==> src/rtl/seg_display_ctrl.sv <==
// Multi-digit 7-segment display controller: captures a binary value on load and shows it in
// hex or decimal (sequential double-dabble), with leading-zero blanking, overflow and blink.
module seg_display_ctrl #(
    parameter int unsigned DIGITS    = 6,
    parameter int unsigned W         = 20,
    parameter int unsigned BLINK_DIV = 25000000
) (
    input  logic                  CLOCK_50,
    input  logic                  resetn,
    input  logic [W-1:0]          value,
    input  logic                  load,
    input  logic                  mode_dec,
    input  logic                  blank_lz,
    input  logic [DIGITS-1:0]     blink_mask,
    output logic [7*DIGITS-1:0]   HEX,
    output logic                  busy,
    output logic                  overflow
);

    localparam int unsigned BW = 4 * DIGITS;
    localparam int unsigned XW = (W > BW) ? W : BW;
    localparam int unsigned IW = $clog2(W + 1);
    localparam int unsigned CW = $clog2(BLINK_DIV);

    typedef enum logic [1:0] {StIdle, StConv, StShow} state_e;

    state_e              state_q, state_d;
    logic [W-1:0]        val_q;
    logic                dec_q, blz_q;
    logic [BW-1:0]       bcd_q, bcd_adj;
    logic [IW-1:0]       iter_q;
    logic                dec_ovf_q;
    logic [7*DIGITS-1:0] seg_q, seg_d;
    logic                ovf_q, ovf_d;
    logic [CW-1:0]       blink_cnt_q;
    logic                phase_q;

    logic [XW-1:0]       val_x;
    logic [BW-1:0]       nibs;
    logic                hex_ovf;
    logic                lead;

    function automatic logic [6:0] seg_decode(input logic [3:0] n);
        case (n)
            4'h0:    seg_decode = 7'h40;
            4'h1:    seg_decode = 7'h79;
            4'h2:    seg_decode = 7'h24;
            4'h3:    seg_decode = 7'h30;
            4'h4:    seg_decode = 7'h19;
            4'h5:    seg_decode = 7'h12;
            4'h6:    seg_decode = 7'h02;
            4'h7:    seg_decode = 7'h78;
            4'h8:    seg_decode = 7'h00;
            4'h9:    seg_decode = 7'h10;
            4'hA:    seg_decode = 7'h08;
            4'hB:    seg_decode = 7'h03;
            4'hC:    seg_decode = 7'h46;
            4'hD:    seg_decode = 7'h21;
            4'hE:    seg_decode = 7'h06;
            default: seg_decode = 7'h0E;
        endcase
    endfunction

    // FSM: state register
    always_ff @(posedge CLOCK_50 or negedge resetn) begin
        if (!resetn) state_q <= StIdle;
        else         state_q <= state_d;
    end

    // FSM: next state
    always_comb begin
        state_d = state_q;
        unique case (state_q)
            StIdle:  if (load) state_d = mode_dec ? StConv : StShow;
            StConv:  if (iter_q == IW'(W - 1)) state_d = StShow;
            StShow:  state_d = StIdle;
            default: state_d = StIdle;
        endcase
    end

    // FSM: outputs
    always_comb begin
        busy     = (state_q != StIdle);
        overflow = ovf_q;
    end

    // Double-dabble adjust step applied before each shift
    always_comb begin
        bcd_adj = '0;
        for (int unsigned i = 0; i < DIGITS; i++) begin
            bcd_adj[4*i +: 4] = (bcd_q[4*i +: 4] >= 4'd5) ? bcd_q[4*i +: 4] + 4'd3
                                                           : bcd_q[4*i +: 4];
        end
    end

    // Final digit selection, overflow and blanking evaluated in SHOW
    always_comb begin
        val_x   = XW'(val_q);
        hex_ovf = |(val_x >> BW);
        nibs    = dec_q ? bcd_q : val_x[BW-1:0];
        ovf_d   = dec_q ? dec_ovf_q : hex_ovf;
        lead    = 1'b1;
        seg_d   = '1;
        for (int i = int'(DIGITS) - 1; i >= 0; i--) begin
            lead = lead & (nibs[4*i +: 4] == 4'd0);
            if (ovf_d)                         seg_d[7*i +: 7] = 7'h3F;
            else if (blz_q && lead && (i != 0)) seg_d[7*i +: 7] = 7'h7F;
            else                               seg_d[7*i +: 7] = seg_decode(nibs[4*i +: 4]);
        end
    end

    always_ff @(posedge CLOCK_50 or negedge resetn) begin
        if (!resetn) begin
            val_q     <= '0;
            dec_q     <= 1'b0;
            blz_q     <= 1'b0;
            bcd_q     <= '0;
            iter_q    <= '0;
            dec_ovf_q <= 1'b0;
            seg_q     <= '1;
            ovf_q     <= 1'b0;
        end else begin
            unique case (state_q)
                StIdle: begin
                    if (load) begin
                        val_q     <= value;
                        dec_q     <= mode_dec;
                        blz_q     <= blank_lz;
                        bcd_q     <= '0;
                        iter_q    <= '0;
                        dec_ovf_q <= 1'b0;
                    end
                end
                StConv: begin
                    bcd_q     <= {bcd_adj[BW-2:0], val_q[W-1]};
                    val_q     <= val_q << 1;
                    iter_q    <= iter_q + IW'(1);
                    // Any digit carried out of the top nibble means value >= 10^DIGITS
                    dec_ovf_q <= dec_ovf_q | bcd_adj[BW-1];
                end
                StShow: begin
                    seg_q <= seg_d;
                    ovf_q <= ovf_d;
                end
                default: ;
            endcase
        end
    end

    always_ff @(posedge CLOCK_50 or negedge resetn) begin
        if (!resetn) begin
            blink_cnt_q <= '0;
            phase_q     <= 1'b0;
        end else if (blink_cnt_q == CW'(BLINK_DIV - 1)) begin
            blink_cnt_q <= '0;
            phase_q     <= ~phase_q;
        end else begin
            blink_cnt_q <= blink_cnt_q + CW'(1);
        end
    end

    always_comb begin
        HEX = '1;
        for (int unsigned i = 0; i < DIGITS; i++) begin
            HEX[7*i +: 7] = (phase_q && blink_mask[i]) ? 7'h7F : seg_q[7*i +: 7];
        end
    end

endmodule

==> config.mk <==
export PLATFORM = sky130hd
export DESIGN_NAME = seg_display_ctrl
export DESIGN_NICKNAME = d
export VERILOG_FILES = /design/src/rtl/seg_display_ctrl.sv
export SDC_FILE = /design/constraint.sdc
export NUM_CORES = 1
export LEC_CHECK = 0
export ABC_AREA = 1
export BUFFER_PORTS_ARGS = -buffer_cell sky130_fd_sc_hd__buf_2
export CAP_MARGIN = 20
export CORE_MARGIN = 1
export CORE_UTILIZATION = 60
export CTS_CLUSTER_SIZE = 16
export DETAILED_ROUTE_END_ITERATION = 7
export GPL_TIMING_DRIVEN = 0
export PLACE_DENSITY_LB_ADDON = 0.12
export SYNTH_ARGS = -nofsm -noshare
export SYNTH_HDL_FRONTEND = slang
export SYNTH_SLANG_ARGS = --single-unit
==> constraint.sdc <==
create_clock -name CLOCK_50 -period 2.66 [get_ports CLOCK_50]
set_input_delay 0.266 -clock CLOCK_50 [delete_from_list [all_inputs] [get_ports CLOCK_50]]
set_output_delay 0.266 -clock CLOCK_50 [all_outputs]
set_load 0.02 [all_outputs]
### Yosys cells after proc, flatten, opt, wreduce, memory -nomap -nowiden

Memories as Yosys holds them, arrays and structs flattened.
Cells that the tools add are included.

| operators by class | value |
|---|---|
| $add $sub $neg | 8 |
| order comparisons | 6 |
| equality and inequality tests | 6 |
| mux-type cells | 38 |
| bitwise logic cells | 6 |
| reductions and logical operators | 22 |

Operator list:

| cell | number |
|---|---|
| $mux 7 | 17 |
| $mux 24 | 2 |
| $pmux 24 s2 | 1 |
| $pmux 20 s2 | 1 |
| $add 25x1->25 const B | 1 |
| $eq 25x25->1 const B | 1 |
| $mux 25 | 1 |
| $add 4x2->4 const B | 6 |
| $ge 4x3->1 const B | 6 |
| $mux 4 | 6 |
| $logic_not 4->1 | 5 |
| $mux 20 | 1 |
| $logic_and 1x1->1 | 11 |
| $pmux 5 s2 | 1 |
| $mux 2 | 3 |
| $reduce_and 2->1 | 3 |
| $add 5x1->5 const B | 1 |
| $eq 5x5->1 const B | 1 |
| $mux 5 | 1 |
| $and 1x1->1 | 4 |
| $ne 2x2->1 const B | 2 |
| $pmux 2 s2 | 1 |
| $reduce_bool 2->1 | 2 |
| $eq 2x1->1 const B | 1 |
| 6 further kinds | 7 |

| word-level totals | value |
|---|---|
| flip-flop bits (word level) | 123 |
| memory bits (read-only) | 672 |
| output and inout bits | 44 |
| memories kept | 6 |

Memory list:

| memory | words | bits a word | rd ports | clocked after Yosys merged registers in | write ports | RTL line | RTL |
|---|---|---|---|---|---|---|---|
| (name not given) | 16 | 7 | 1 | 0 | 0 | 44 | `case (n)` |
| (name not given) | 16 | 7 | 1 | 0 | 0 | 44 |  |
| (name not given) | 16 | 7 | 1 | 0 | 0 | 44 |  |
| (name not given) | 16 | 7 | 1 | 0 | 0 | 44 |  |
| (name not given) | 16 | 7 | 1 | 0 | 0 | 44 |  |
| (name not given) | 16 | 7 | 1 | 0 | 0 | 44 |  |

### Logic depth before layout (Yosys ltp)

| depth | value |
|---|---|
| depth in word-level cells | 9 |
| mapped depth | 14 |
| gate-level depth less buffers | 12 |

### Worst setup path before layout

Ideal clock, no wire load.

| timing path | value |
|---|---|
| path kind | register to register |
| start point | register dec_q |
| end point | register seg_q[28] |
| arrival | 1937 ps |
| required time | 2584 ps |
| setup slack | 647 ps |
| stages on the path, launching flop included | 12 |
| path buffers | 2 |
| path through | dfrtp_1 buf_6 buf_4 o21ai_0 inv_1 ha_1 inv_1 nor2_1 o21ai_0 nand3_1 nor2_1 nor2_1 |

| between the ends | value |
|---|---|
| cells in the longest elaborated chain, start to end | 6 |
| elaborated cells on any way between the ends | 9 |

RTL lines:

| what | RTL line | RTL |
|---|---|---|
| start, declared | 29 | `logic dec_q, blz_q;` |
| start signal, assigned | 127 | `dec_q <= mode_dec;` |
| parallel branches: the longest is 5 deep, another holds $mem_v2 16x7 | -- |  |
| $mux 7 (*) | 106 | `if (ovf_d) seg_d[7*i +: 7] = 7'h3F;` |
| end signal, assigned | 142 | `seg_q <= seg_d;` |
| end, declared | 33 | `logic [7*DIGITS-1:0] seg_q, seg_d;` |

Mark *: on every way between the ends.
A chain may end at the register's enable or synchronous reset.

### Final worst setup path

| timing path | value |
|---|---|
| start point | register dec_q |
| end point | register seg_q[31] |

The elaborated chain is that of the path after synthesis.

==> impl_metrics.env <==
export IMPL_status="complete, no violations"
export IMPL_first_pass_iters=5
export IMPL_drv_cap=0
export IMPL_grt_antenna_before_repair=0
export IMPL_met2_length_um=9350
export IMPL_wire_per_inst_um=14.5
export IMPL_port_buffers=74
export IMPL_grt_pass1_wl_um=32500
export IMPL_tightest_slew_ns=0.839
export IMPL_arrival_ns=2.78
export IMPL_synth_warnings=0
export IMPL_p_total_uw=11200
export IMPL_ys_types=40
export IMPL_synth_ff_type="dfrtp_1"
export IMPL_synth_seq_area_share=0.393
export IMPL_setup_worst_path_class="register to register"
export IMPL_cts_tree="built"
export IMPL_ys_seq_elements=123
export IMPL_cts_buffers_inserted=17
export IMPL_cts_resized=0
export IMPL_slew_viol_final=0
export IMPL_crit_chain="buf_6, buf_4, o21ai_0, inv_1, ha_1, inv_1, nor2_1, o21ai_0, nand2_1, nor2_1, a21oi_1"
export IMPL_fp_dieW_um=117
export IMPL_place_ws_ns=0.218
export IMPL_drc=0
export IMPL_wl_met3_um=1060
export IMPL_fill_cells=1050
export IMPL_final_util=0.718
export IMPL_drt_total_wl_um=19900
export IMPL_cts_sinks=123
export IMPL_grtUsageTotal=0.312
export IMPL_clk_latency_ns=0.44
export IMPL_drive_gt1_frac=0.164
export IMPL_synth_edff_count=0
export IMPL_fin_ws_ns=0.213
export IMPL_dieArea_um2=13700
export IMPL_crit_path_max_fanout=10
export IMPL_hpwl_um=14600
export IMPL_vias=7378
export IMPL_slew_headroom=0.434
export IMPL_cts_setup_buffers=0
export IMPL_end_kind="register"
export IMPL_clkTransAtPathRegs_ns=0.06
export IMPL_synth_async_reset_ratio=1.00
export IMPL_ir_drop_mv=0.857
export IMPL_rsz0062_at_grt="no"
export IMPL_p_leak_uw=0.00477
export IMPL_pin_count=75
export IMPL_setup_worst_path_start_class="register"
export IMPL_final_nets=1269
export IMPL_syn_nets=1174
export IMPL_num_rows=41
export IMPL_htreeDepth=4
export IMPL_coreArea_um2=12800
export IMPL_antenna_cells=0
export IMPL_final_hold_viol_count=0
export IMPL_die_h_um=117
export IMPL_syn_inst=1093
export IMPL_synthToLayoutAreaGrowth_pct=15.1
export IMPL_min_period_over_period=0.920
export IMPL_fin_hold_ws_ns=0.0262
export IMPL_hold_buffers=1
export IMPL_finalSetupTns_ns=0
export IMPL_final_setup_viol_count=0
export IMPL_syn_area_per_cell_um2=7.29
export IMPL_start_util=0.624
export IMPL_top_layer_used="met4"
export IMPL_power_density_nw_per_um2=1220
export IMPL_grt_ovfl_total=0
export IMPL_drt_iter0_drc=651
export IMPL_grt_max_degree=65
export IMPL_fin_skew_ns=0.0124
export IMPL_worst_ep_required_time_ns=2.99
export IMPL_syn_area_um2=7970
export IMPL_drtAntennaViolNets=0
export IMPL_post_drt_via_cell_ratio=5.37
export IMPL_hold_class="input pin to register"
export IMPL_post_route_min_period_ns=2.45
export IMPL_root_buffer="clkbuf_16"
export IMPL_cpPeakStageDelay_ns=0.61
export IMPL_worst_path_max_delay_cell="o21ai_0"
export IMPL_fmaxAchievable_ghz=0.409
export IMPL_grt_pass1_vias=6864
export IMPL_routabilityCongestion=0.925
export IMPL_met1_length_um=8990
export IMPL_clockBufferDepth=2
[worst max-delay path, delay by kind of cell, from the launching register on]
family | cells | cell delay [ns]
and+or+nand+nor | 3 | 0.23
adders and majority gates | 1 | 0.29
AOI/OAI and AO/OA | 3 | 0.83
buffers and inverters | 4 | 0.62
DFF | 1 | 0.37
[cell type report]
cell class	count	area [um^2]	area share
Buffer	25	144	0.0157
Clock buffer	19	453	0.0494
Clock inverter	13	119	0.0130
Inverter	172	646	0.0704
Multi-Input combinational cell	773	4050	0.442
Sequential cell	123	3130	0.341
Tap cell	172	215	0.0235
Timing Repair Buffer	76	414	0.0452
[power by group]
| part | switching, uW | internal [uW] | total (uW) |
|---|---|---|---|
| clock | 901 | 1330 | 2230 |
| combinational | 3960 | 1840 | 5800 |
| sequential | 387 | 2740 | 3130 |
[per-stage QoR]
stage,instances,area (um^2)
2_1_floorplan,1093,7970
3_3_place_gp,1339,8550
3_5_place_dp,1340,8590
4_1_cts,1373,9170
5_1_grt,1373,9170
6_report,1373,9170
[placed cells by master (no fill, tap or decap), types with 18 or more instances in the layout]
| master | count |
|---|---|
| nor2_1 | 116 |
| a22oi_1 | 18 |
| dfstp_2 | 42 |
| buf_2 | 77 |
| dfrtp_1 | 81 |
| inv_1 | 168 |
| ha_1 | 50 |
| nand3_1 | 59 |
| nand2_1 | 260 |
| o21ai_0 | 108 |
| a21oi_1 | 57 |
[synthesized netlist by cell type (2+ instances only)]
library cell / number / share of area
a22o_1: 2 / 0.0022
buf_6: 3 / 0.0042
a22oi_1: 18 / 0.017
nand2_2: 11 / 0.0086
a21oi_1: 57 / 0.036
dfstp_2: 42 / 0.14
o21ai_0: 108 / 0.068
nand2_1: 260 / 0.12
a31oi_1: 7 / 0.0055
buf_2: 4 / 0.0025
xor2_1: 17 / 0.019
nor2_4: 2 / 0.0028
nand3_1: 59 / 0.037
buf_4: 3 / 0.0028
clkbuf_1: 14 / 0.0066
dfrtp_1: 81 / 0.25
o22ai_1: 12 / 0.0094
nor3_1: 13 / 0.0082
inv_2: 3 / 0.0014
nand4_1: 5 / 0.0039
nor2_1: 116 / 0.055
ha_1: 50 / 0.079
o21ai_2: 10 / 0.011
nand2_4: 3 / 0.0042
o21ai_1: 5 / 0.0031
inv_1: 168 / 0.079
o21bai_1: 2 / 0.0019
nor2_2: 5 / 0.0039
o211ai_1: 2 / 0.0019
[metal layers]
| layer | vias to the layer above | track usage |
|---|---|---|
| met5 | - | 0 |
| met4 | 0 | 0.127 |
| met3 | 40 | 0.0705 |
| met2 | 221 | 0.511 |
| met1 | 3416 | 0.399 |
| li1 | 3701 | - |
[flip-flops by register name (all words and copies together) (netlist names), 2 cells and up]
register and cells:
seg_q 42, blink_cnt_q 25, bcd_q 24, val_q 20, iter_q 5, state_q 2
[path summary, 6_finish.rpt]
check,startpoint,to,slack (ns),cells past startpoint
min reg2reg,seg_q[27],seg_q[27],0.47,2
max,dec_q,seg_q[31],0.21,11
max in group asynchronous,resetn,seg_q[8],1.54,3
min,blank_lz,blz_q,0.03,3
min in group asynchronous,resetn,overflow,0.40,2
max reg2reg,dec_q,seg_q[31],0.21,11
[logic make-up (layout without fill, tap and decap cells)]
group | count (synthesis) | count (layout) | synth area share
AND/OR/NAND/NOR | 479 | 479 | 0.251
AO/OA/AOI/OAI | 226 | 226 | 0.159
buffers and inverters | 197 | 305 | 0.0991
flip-flops | 123 | 123 | 0.393
adder cells (fa/ha/maj) | 50 | 50 | 0.0785
XOR/XNOR | 17 | 17 | 0.0187
multiplexers | 1 | 1 | 0.00126
Note: power is estimated with default switching activity, not from simulation.
